===== config.mk =====
export PLATFORM = sky130hd
export DESIGN_NAME = prefetch_queue
export DESIGN_NICKNAME = d
export VERILOG_FILES = /design/src/rtl/prefetch_queue.sv
export SDC_FILE = /design/constraint.sdc
export NUM_CORES = 1
export LEC_CHECK = 0
export CORE_MARGIN = 10
export CORE_UTILIZATION = 65
export CTS_CLUSTER_DIAMETER = 120
export DETAILED_ROUTE_END_ITERATION = 8
export MAX_ROUTING_LAYER = met4
export PLACE_DENSITY = 0.91
export SLEW_MARGIN = 10
export SYNTH_ARGS = -nofsm -noshare
export SYNTH_HDL_FRONTEND = slang
export SYNTH_SLANG_ARGS = --single-unit

===== constraint.sdc =====
create_clock -name clk -period 36.5 [get_ports clk]
set_input_delay 10.95 -clock clk [delete_from_list [all_inputs] [get_ports clk]]
set_output_delay 10.95 -clock clk [all_outputs]
set_load 0.02 [all_outputs]

===== src/rtl/prefetch_queue.sv =====
// prefetch_queue: instruction prefetch FIFO between the fetch stage and imem.
//
// Streams sequential words from imem into a tagged circular queue of
// 2**DEPTH_LOG entries ({addr[31:2], data}) and serves 16-bit and 32-bit
// instructions at any halfword address, including ones that straddle two
// words. A miss redirects the fetch stream; a fence request flushes the queue
// and issues an imem fence.
//
// Optional feature macro: PREFETCH_BYPASS_EN
//   defined   - a response arriving this cycle is visible to the hit logic as
//               if it were already stored at the tail.
//   undefined - only stored entries can hit.
//
// Ports:
//   clk, rst                 clock, synchronous active-high reset
//   pf_valid, pf_fence       fetch request / fence request (with pf_valid)
//   pf_addr[31:0]            requested PC, halfword aligned
//   pf_rdata[31:0], pf_ready instruction (upper half zero if compressed), hit
//   imem_valid, imem_fence   registered request / fence request
//   imem_instr, imem_wdata,  constant 1 / 0 / 0
//   imem_wstrb
//   imem_addr[31:0]          registered word address
//   imem_rdata, imem_ready   response data / response or fence done
module prefetch_queue #(
    parameter int unsigned DEPTH_LOG  = 3,
    parameter logic [31:0] RESET_ADDR = 32'h0
) (
    input  logic        clk,
    input  logic        rst,
    input  logic        pf_valid,
    input  logic        pf_fence,
    input  logic [31:0] pf_addr,
    output logic [31:0] pf_rdata,
    output logic        pf_ready,
    output logic        imem_valid,
    output logic        imem_fence,
    output logic        imem_instr,
    output logic [31:0] imem_addr,
    output logic [31:0] imem_wdata,
    output logic [3:0]  imem_wstrb,
    input  logic [31:0] imem_rdata,
    input  logic        imem_ready
);

    localparam int unsigned DEPTH = 2 ** DEPTH_LOG;
    localparam logic [DEPTH_LOG:0] CNT_ONE  = {{DEPTH_LOG{1'b0}}, 1'b1};
    localparam logic [DEPTH_LOG:0] CNT_FULL = {1'b1, {DEPTH_LOG{1'b0}}};

    typedef enum logic {RUN, FENCE} state_t;

    state_t               state;
    logic [29:0]          tag_mem  [DEPTH];
    logic [31:0]          data_mem [DEPTH];
    logic [DEPTH_LOG-1:0] head, tail, head_nx1;
    logic [DEPTH_LOG:0]   count, count_nxt;
    logic [29:0]          faddr, faddr_eff, fence_addr;
    logic                 discard, fence_pend;

    logic [29:0] word, word_p1;
    logic        rsp_done, rsp_ok, busy, active, fence_req, lookup;
    logic        fence_want, fence_go, fence_done, flush, push, issue;
    logic        pend_w, pend_w1;

    logic        h_v, n_v, hit, pop, miss;
    logic [29:0] h_tag, n_tag;
    logic [31:0] h_data, n_data, rdata;

    logic        unused_bits;

    assign imem_instr  = 1'b1;
    assign imem_wdata  = '0;
    assign imem_wstrb  = '0;
    assign unused_bits = ^{pf_addr[0], n_data[31:16]};

    assign word     = pf_addr[31:2];
    assign word_p1  = word + 30'd1;
    assign head_nx1 = head + 1'b1;

    assign rsp_done  = imem_valid && imem_ready;
    assign rsp_ok    = rsp_done && !imem_fence && !discard && (state == RUN);
    assign busy      = imem_valid && !imem_ready;
    // Requests are ignored while a fence is waiting for the bus to drain.
    assign active    = pf_valid && !rst && (state == RUN) && !fence_pend;
    assign fence_req = active && pf_fence;
    assign lookup    = active && !pf_fence;

    // A word counts as "on its way" only if the outstanding request will be kept.
    assign pend_w  = imem_valid && !imem_fence && !discard && (imem_addr[31:2] == word);
    assign pend_w1 = imem_valid && !imem_fence && !discard && (imem_addr[31:2] == word_p1);

    always_comb begin
        h_v    = (count != '0);
        h_tag  = tag_mem[head];
        h_data = data_mem[head];
        n_v    = (count > CNT_ONE);
        n_tag  = tag_mem[head_nx1];
        n_data = data_mem[head_nx1];
`ifdef PREFETCH_BYPASS_EN
        if (rsp_ok && (count == '0)) begin
            h_v    = 1'b1;
            h_tag  = imem_addr[31:2];
            h_data = imem_rdata;
        end
        if (rsp_ok && (count == CNT_ONE)) begin
            n_v    = 1'b1;
            n_tag  = imem_addr[31:2];
            n_data = imem_rdata;
        end
`endif
    end

    always_comb begin
        hit   = 1'b0;
        pop   = 1'b0;
        miss  = 1'b0;
        rdata = '0;
        if (lookup) begin
            if (h_v && (h_tag == word)) begin
                if (!pf_addr[1]) begin
                    hit = 1'b1;
                    if (h_data[1:0] != 2'b11) begin
                        rdata = {16'h0, h_data[15:0]};
                    end else begin
                        rdata = h_data;
                        pop   = 1'b1;
                    end
                end else if (h_data[17:16] != 2'b11) begin
                    hit   = 1'b1;
                    pop   = 1'b1;
                    rdata = {16'h0, h_data[31:16]};
                end else if (n_v && (n_tag == word_p1)) begin
                    // Straddle: only the head is consumed; head+1 keeps its low parcel's word.
                    hit   = 1'b1;
                    pop   = 1'b1;
                    rdata = {n_data[15:0], h_data[31:16]};
                end else if (!(!n_v && pend_w1)) begin
                    miss = 1'b1;
                end
            end else if (!(!h_v && pend_w)) begin
                miss = 1'b1;
            end
        end
    end

    assign pf_ready = hit;
    assign pf_rdata = rdata;

    assign flush = miss || fence_req;
    assign push  = rsp_ok && !flush;

    always_comb begin
        unique case ({push, pop})
            2'b10:   count_nxt = count + CNT_ONE;
            2'b01:   count_nxt = count - CNT_ONE;
            default: count_nxt = count;
        endcase
        if (flush) count_nxt = '0;
    end

    assign fence_done = (state == FENCE) && imem_ready;
    assign fence_want = fence_pend || fence_req;
    assign fence_go   = (state == RUN) && fence_want && !busy;
    assign faddr_eff  = fence_done ? fence_addr : (miss ? word : faddr);
    // The slot for a new response is reserved at issue time, so a push can never overflow.
    assign issue      = (((state == RUN) && !fence_want && !busy) || fence_done) &&
                        (count_nxt < CNT_FULL);

    always_ff @(posedge clk) begin
        if (push) begin
            tag_mem[tail]  <= imem_addr[31:2];
            data_mem[tail] <= imem_rdata;
        end
    end

    always_ff @(posedge clk) begin
        if (rst) begin
            state      <= RUN;
            head       <= '0;
            tail       <= '0;
            count      <= '0;
            faddr      <= RESET_ADDR[31:2];
            fence_addr <= '0;
            discard    <= 1'b0;
            fence_pend <= 1'b0;
            imem_valid <= 1'b0;
            imem_fence <= 1'b0;
            imem_addr  <= '0;
        end else begin
            count <= count_nxt;
            if (flush)     head <= tail;
            else if (pop)  head <= head_nx1;
            if (push)      tail <= tail + 1'b1;

            // A response completing in the flush cycle is simply not pushed.
            if (flush)         discard <= busy;
            else if (rsp_done) discard <= 1'b0;

            if (fence_req) begin
                fence_pend <= 1'b1;
                fence_addr <= word;
            end

            unique case (state)
                RUN: begin
                    if (fence_go) begin
                        state      <= FENCE;
                        imem_valid <= 1'b1;
                        imem_fence <= 1'b1;
                        imem_addr  <= {faddr, 2'b00};
                        fence_pend <= 1'b0;
                    end else if (issue) begin
                        imem_valid <= 1'b1;
                        imem_addr  <= {faddr_eff, 2'b00};
                        faddr      <= faddr_eff + 30'd1;
                    end else begin
                        if (rsp_done) imem_valid <= 1'b0;
                        if (miss)     faddr      <= word;
                    end
                end
                FENCE: begin
                    if (imem_ready) begin
                        state      <= RUN;
                        imem_fence <= 1'b0;
                        if (issue) begin
                            imem_valid <= 1'b1;
                            imem_addr  <= {faddr_eff, 2'b00};
                            faddr      <= faddr_eff + 30'd1;
                        end else begin
                            imem_valid <= 1'b0;
                            faddr      <= fence_addr;
                        end
                    end
                end
            endcase
        end
    end

endmodule


Word level (Yosys, flattened, before mapping)

Memories as Yosys holds them, arrays and structs flattened. A register that Yosys moved wholly into a read port is not among the register bits.
Index checks and enable logic that the tools add are counted.

Flip-flop bits (word level): 107
Memories: 2
Bits of input ports: 69
Logic and storage cells: 138
RAM bits: 496

Multiplexer cells: 59
Bitwise gates (word level): 1
$lt $le $gt $ge: 2
Equal/unequal tests: 12
$add $sub $neg: 6
Reduce and logical (&&, ||, !) cells: 45

Memory list:

| name     | depth | bits a word | rd ports | clocked after Yosys merged registers in | write ports | RTL line | source |
|---|---|---|---|---|---|---|---|
| data_mem | 8     | 32          | 2        | 1                                       | 1           | 53       | `logic [31:0] data_mem [DEPTH];` |
| tag_mem  | 8     | 30          | 2        | 1                                       | 1           | 52       | `logic [29:0] tag_mem [DEPTH];` |

Operator list:

| operator                                           | count |
|---|---|
| 2-to-1 mux 32 bit                                  | 9 |
| 2-to-1 mux 30 bit                                  | 6 |
| == test 30 bit                                     | 4 |
| case mux 32 bit (2 select lines)                   | 1 |
| adder 30 x 1 -> 30 bit, second input constant      | 2 |
| case mux 30 bit (2 select lines)                   | 1 |
| 2-to-1 mux 1 bit                                   | 31 |
| logical AND 1 bit                                  | 25 |
| 2-to-1 mux 3 bit                                   | 6 |
| logical NOT 1 bit                                  | 11 |
| inequality test 2 bit, second input constant       | 5 |
| case mux 4 bit (2 select lines)                    | 1 |
| adder 3 x 1 -> 3 bit, second input constant        | 2 |
| case mux 1 bit (2 select lines)                    | 3 |
| AND reduction 2 bit                                | 3 |
| adder 4 x 1 -> 4 bit, second input constant        | 1 |
| > comparator 4 x 1 -> 1 bit, second input constant | 1 |
| less-than comparator 4 bit, second input constant  | 1 |
| 2-to-1 mux 4 bit                                   | 1 |
| inequality test 4 bit, second input constant       | 1 |
| nonzero test 2 bit                                 | 2 |
| nonzero test 4 bit                                 | 1 |
| subtractor 4 x 1 -> 4 bit, second input constant   | 1 |
| logical OR 1 bit                                   | 3 |
| other kinds (3)                                    | 3 |

Depth between registers and ports, before layout

Word-level depth: 22
Mapped depth: 28
Mapped depth without buffers: 24

Worst setup path after synthesis

No wires, ideal clock.

Kind: input-to-output
Start: input port pf_addr[10]
End: output port pf_rdata[21]
Arrival: 14.293 ns
Stages: 11
Data required time: 25.550 ns
Path slack: 11.257 ns
Path through: buf_4 -> nand4_2 -> or4_4 -> or4_4 -> o31ai_1 -> or3b_2 -> or4_1 -> clkbuf_1 -> clkbuf_1 -> o22ai_1 -> and2_1

Cells in the longest elaborated chain, start to end: 8
Elaborated cells on any way between the ends: 10
Classes of those cells: add/sub: 1; eq/ne: 2; mux: 5; reduce/logical: 2

RTL lines:

| what                   | RTL line | source |
|---|---|---|
| from (decl)            | 32       | `input logic [31:0] pf_addr,` |
| adder 30 x 1 -> 30 bit | 76       | `assign word_p1 = word + 30'd1;` |
| == test 30 bit         | 131      | `end else if (n_v && (n_tag == word_p1)) begin` |
| logical AND 1 bit      | 131      |  |
| 2-to-1 mux 32 bit      | 131      |  |
| 2-to-1 mux 32 bit      | 127      | `end else if (h_data[17:16] != 2'b11) begin` |
| 2-to-1 mux 32 bit      | 119      | `if (!pf_addr[1]) begin` |
| 2-to-1 mux 32 bit (*)  | 118      | `if (h_v && (h_tag == word)) begin` |
| 2-to-1 mux 32 bit (*)  | 117      | `if (lookup) begin` |
| to (decl)              | 33       | `output logic [31:0] pf_rdata,` |

Mark *: on every way between the ends. The rest lies on a longest branch, timed or not.

Worst setup path in the final report

Start: input port pf_addr[2]
End: output port pf_rdata[7]

The elaborated chain is that of the path after synthesis.

==> flow_metrics.env <==
export IMPL_outcome="finished, final reports clean"
export IMPL_period_needed_ns=27.88
export IMPL_critPathArrivalTime_ns=16.93
export IMPL_end_kind="output pin"
export IMPL_cts_path_max_buffers=3
export IMPL_path_max_fanout=16
export IMPL_ir_drop_v=0.0000373
export IMPL_core_area_mm2=0.0469
export IMPL_cts_buffers=59
export IMPL_start_util_pct=66.1
export IMPL_fin_util_pct=73.7
export IMPL_grt_total_usage_pct=32.6
export IMPL_remaining_drc_errors=0
export IMPL_synth_edf_count=496
export IMPL_total_power_mw=1.65
export IMPL_crit_path_start_kind="input pin"
export IMPL_ant_nets=0
export IMPL_clkLatencyLatePin_ns=0.65
export IMPL_fin_ws_ns=8.62
export IMPL_setup_viol=0
export IMPL_finalClockSkew_ns=0.0214
export IMPL_grt_pass1_wl_um=137000
export IMPL_vias=22300
export IMPL_slew_violations=0
export IMPL_gp_congestion=0.979
export IMPL_cp_top_family="simple AND/OR/NAND/NOR gates"
export IMPL_synth_area_leader_cell="edfxtp_1"
export IMPL_die_w_um=238
export IMPL_power_density_mw_per_mm2=47.7
export IMPL_drt_pass1_iter_count=6
export IMPL_tns_ns=0
export IMPL_p_leak_nw=11.0
export IMPL_hpwl_um=55100
export IMPL_clockRootBuffer="clkbuf_16"
export IMPL_worst_pin_slew_ns=1.31
export IMPL_htree_num_levels=2
export IMPL_worstSetupPathType="input pin to output pin"
export IMPL_antenna_found_initial=8
export IMPL_fin_nets=2447
export IMPL_required_ns=25.55
export IMPL_rows=79
export IMPL_wirelength_um=90800
export IMPL_rsz0062_at_grt="false"
export IMPL_async_flop_share_pct=0
export IMPL_path_cells="clkdlybuf4s50_1 > ha_1 > and4_1 > nand4_1 > nor4_1 > xnor2_1 > nand3b_1 > nor4_2 > nand3_2 > or2_2 > nand2_1 > nand2_1 > a211oi_1 > clkdlybuf4s50_1"
export IMPL_avgSynthCellArea_um2=13.4
export IMPL_cpPeakStageDelay_ns=0.87
export IMPL_syn_inst=2308
export IMPL_path_buf_inv=2
export IMPL_ys_top_cells_by_area="edfxtp_1 (48%), mux4_2 (14%), dfxtp_1 (7.1%), mux2i_1 (4.3%), xnor2_1 (2.4%)"
export IMPL_die_area_mm2=0.0568
export IMPL_synthTopCellsByCount="edfxtp_1 (496), mux4_2 (190), nand2_1 (183)"
export IMPL_ys_seq_elements=606
export IMPL_grt_pass1_vias=22300
export IMPL_max_freq_mhz=35.9
export IMPL_cts_resized=0
export IMPL_drive_gt1_share_pct=15.8
export IMPL_synthesis_area_mm2=0.0310
export IMPL_clkTransAtPathRegs_ns=0.06
export IMPL_clock_sinks=606
export IMPL_cts_hold_buffers_added=0
export IMPL_avgViaCountPerCell=7.36
export IMPL_pin_count=173
export IMPL_cts_setup_buffers=0
export IMPL_die_y_um=238
export IMPL_gr_total_overflow=0
export IMPL_drt_iter0_drc=3713
export IMPL_cts_tree="done"
export IMPL_ys_seq_area_share_pct=55.2
export IMPL_max_slew_margin_rel_pct=12.7
export IMPL_synthDistinctLibCells=83
export IMPL_area_delta_synth_final_pct=11.4
export IMPL_synth_top_area_share_pct=48.1
export IMPL_cp_slowest_cell="clkdlybuf4s50_1"
export IMPL_port_buffers=134
export IMPL_hold_viol=0
export IMPL_max_cap_viol_count=0
export IMPL_yosysMostFrequentCell="edfxtp_1"
export IMPL_period_share_pct=76.4
export IMPL_synth_ff_type="edfxtp_1"
export IMPL_dp_slack_ns=8.88
export IMPL_hold_class="flop to flop"
export IMPL_ys_warnings_count=0
export IMPL_avgRoutedWirePerCell_um=29.9
export IMPL_grt_max_degree=69
[sequential cells by signal (all words and copies together), names as in the netlist, named ones only]
name / count
imem_fence: 1
fence_addr: 30
state: 1
head: 3
imem_valid: 1
tail: 3
count: 4
discard: 1
data_mem: 256
faddr: 30
tag_mem: 240
imem_addr: 32
fence_pend: 1
[metal layers]
metal	vias to the layer above	wire length [µm]	track usage, %
li1	9031	-	-
met1	10900	30300	40.3
met2	2033	43000	50.4
met3	389	12400	7.54
met4	0	5030	15.9
met5	-	0	-
[through the flow]
stage / cells / hold WS, ns / instance area, µm²
6_report: 3034 / 0.472 / 34500
5_1_grt: 3033 / 0.492 / 34500
4_1_cts: 3025 / 0.473 / 34500
3_5_place_dp: 2914 / 0.461 / 32600
3_3_place_gp: 2914 / 0.451 / 32600
2_1_floorplan: 2343 / 0.445 / 31100
[kinds of logic after synthesis]
| group | count (synthesis) | share of synthesized area [%] |
|---|---|---|
| other | 2 | 0.0242 |
| DFF | 606 | 55.2 |
| AOI/OAI and AO/OA | 334 | 7.29 |
| buffers and inverters | 226 | 3.60 |
| muxes | 344 | 18.9 |
| and+or+nand+nor | 639 | 10.4 |
| xor gates and xnor gates | 147 | 4.24 |
| adders and majority gates | 10 | 0.404 |
[area by class of cell]
class / instances / area, µm²
clock buffers: 72 / 1530
repair buffers: 175 / 1640
well taps: 607 / 759
clock inverters: 39 / 394
flip-flops and latches: 606 / 17100
diodes: 9 / 22.5
inverters: 15 / 56.3
fillers: 2731 / 12300
multi-input cells: 1511 / 13000
[worst min-delay path, stage by stage, from the launching register on]
cell and delay (ns):
dfxtp_1 0.32, nand2_1 0.05, a21oi_1 0.05
[report_power, final]
group          internal [mW]  total, mW  switching (mW)
Clock                  0.347      0.613           0.266
Combinational         0.0975      0.235           0.138
Sequential             0.769      0.799          0.0301
Total                   1.21       1.65           0.433
[worst paths after layout]
path / slack [ns] / cells after the start / to / start
setup / recovery: 8.62 / 14 / pf_rdata[7] / pf_addr[2]
hold / removal: 0.47 / 2 / fence_addr[17] / fence_addr[17]
setup reg to reg: 26.14 / 25 / faddr[10] / head[0]
hold reg to reg: 0.47 / 2 / fence_addr[17] / fence_addr[17]
[placed cells by master, fill, tap and decap left out, types with 17 or more instances in the layout]
cell,n
nor4_1,20
edfxtp_1,496
and2_1,30
a21oi_1,82
clkbuf_16,59
nor2_1,143
o21ai_0,44
nor3_1,38
nand2b_1,17
buf_4,42
nand3_1,52
xnor2_1,86
a211oi_1,49
nor3b_1,21
a31oi_1,18
nor2b_1,28
xor2_1,59
nand2_1,183
mux2i_1,134
mux2_2,18
dfxtp_1,106
conb_1,37
o22ai_1,34
mux4_2,190
clkdlybuf4s50_1,132
nand4_1,26
Power figures use the tool's default switching activity.
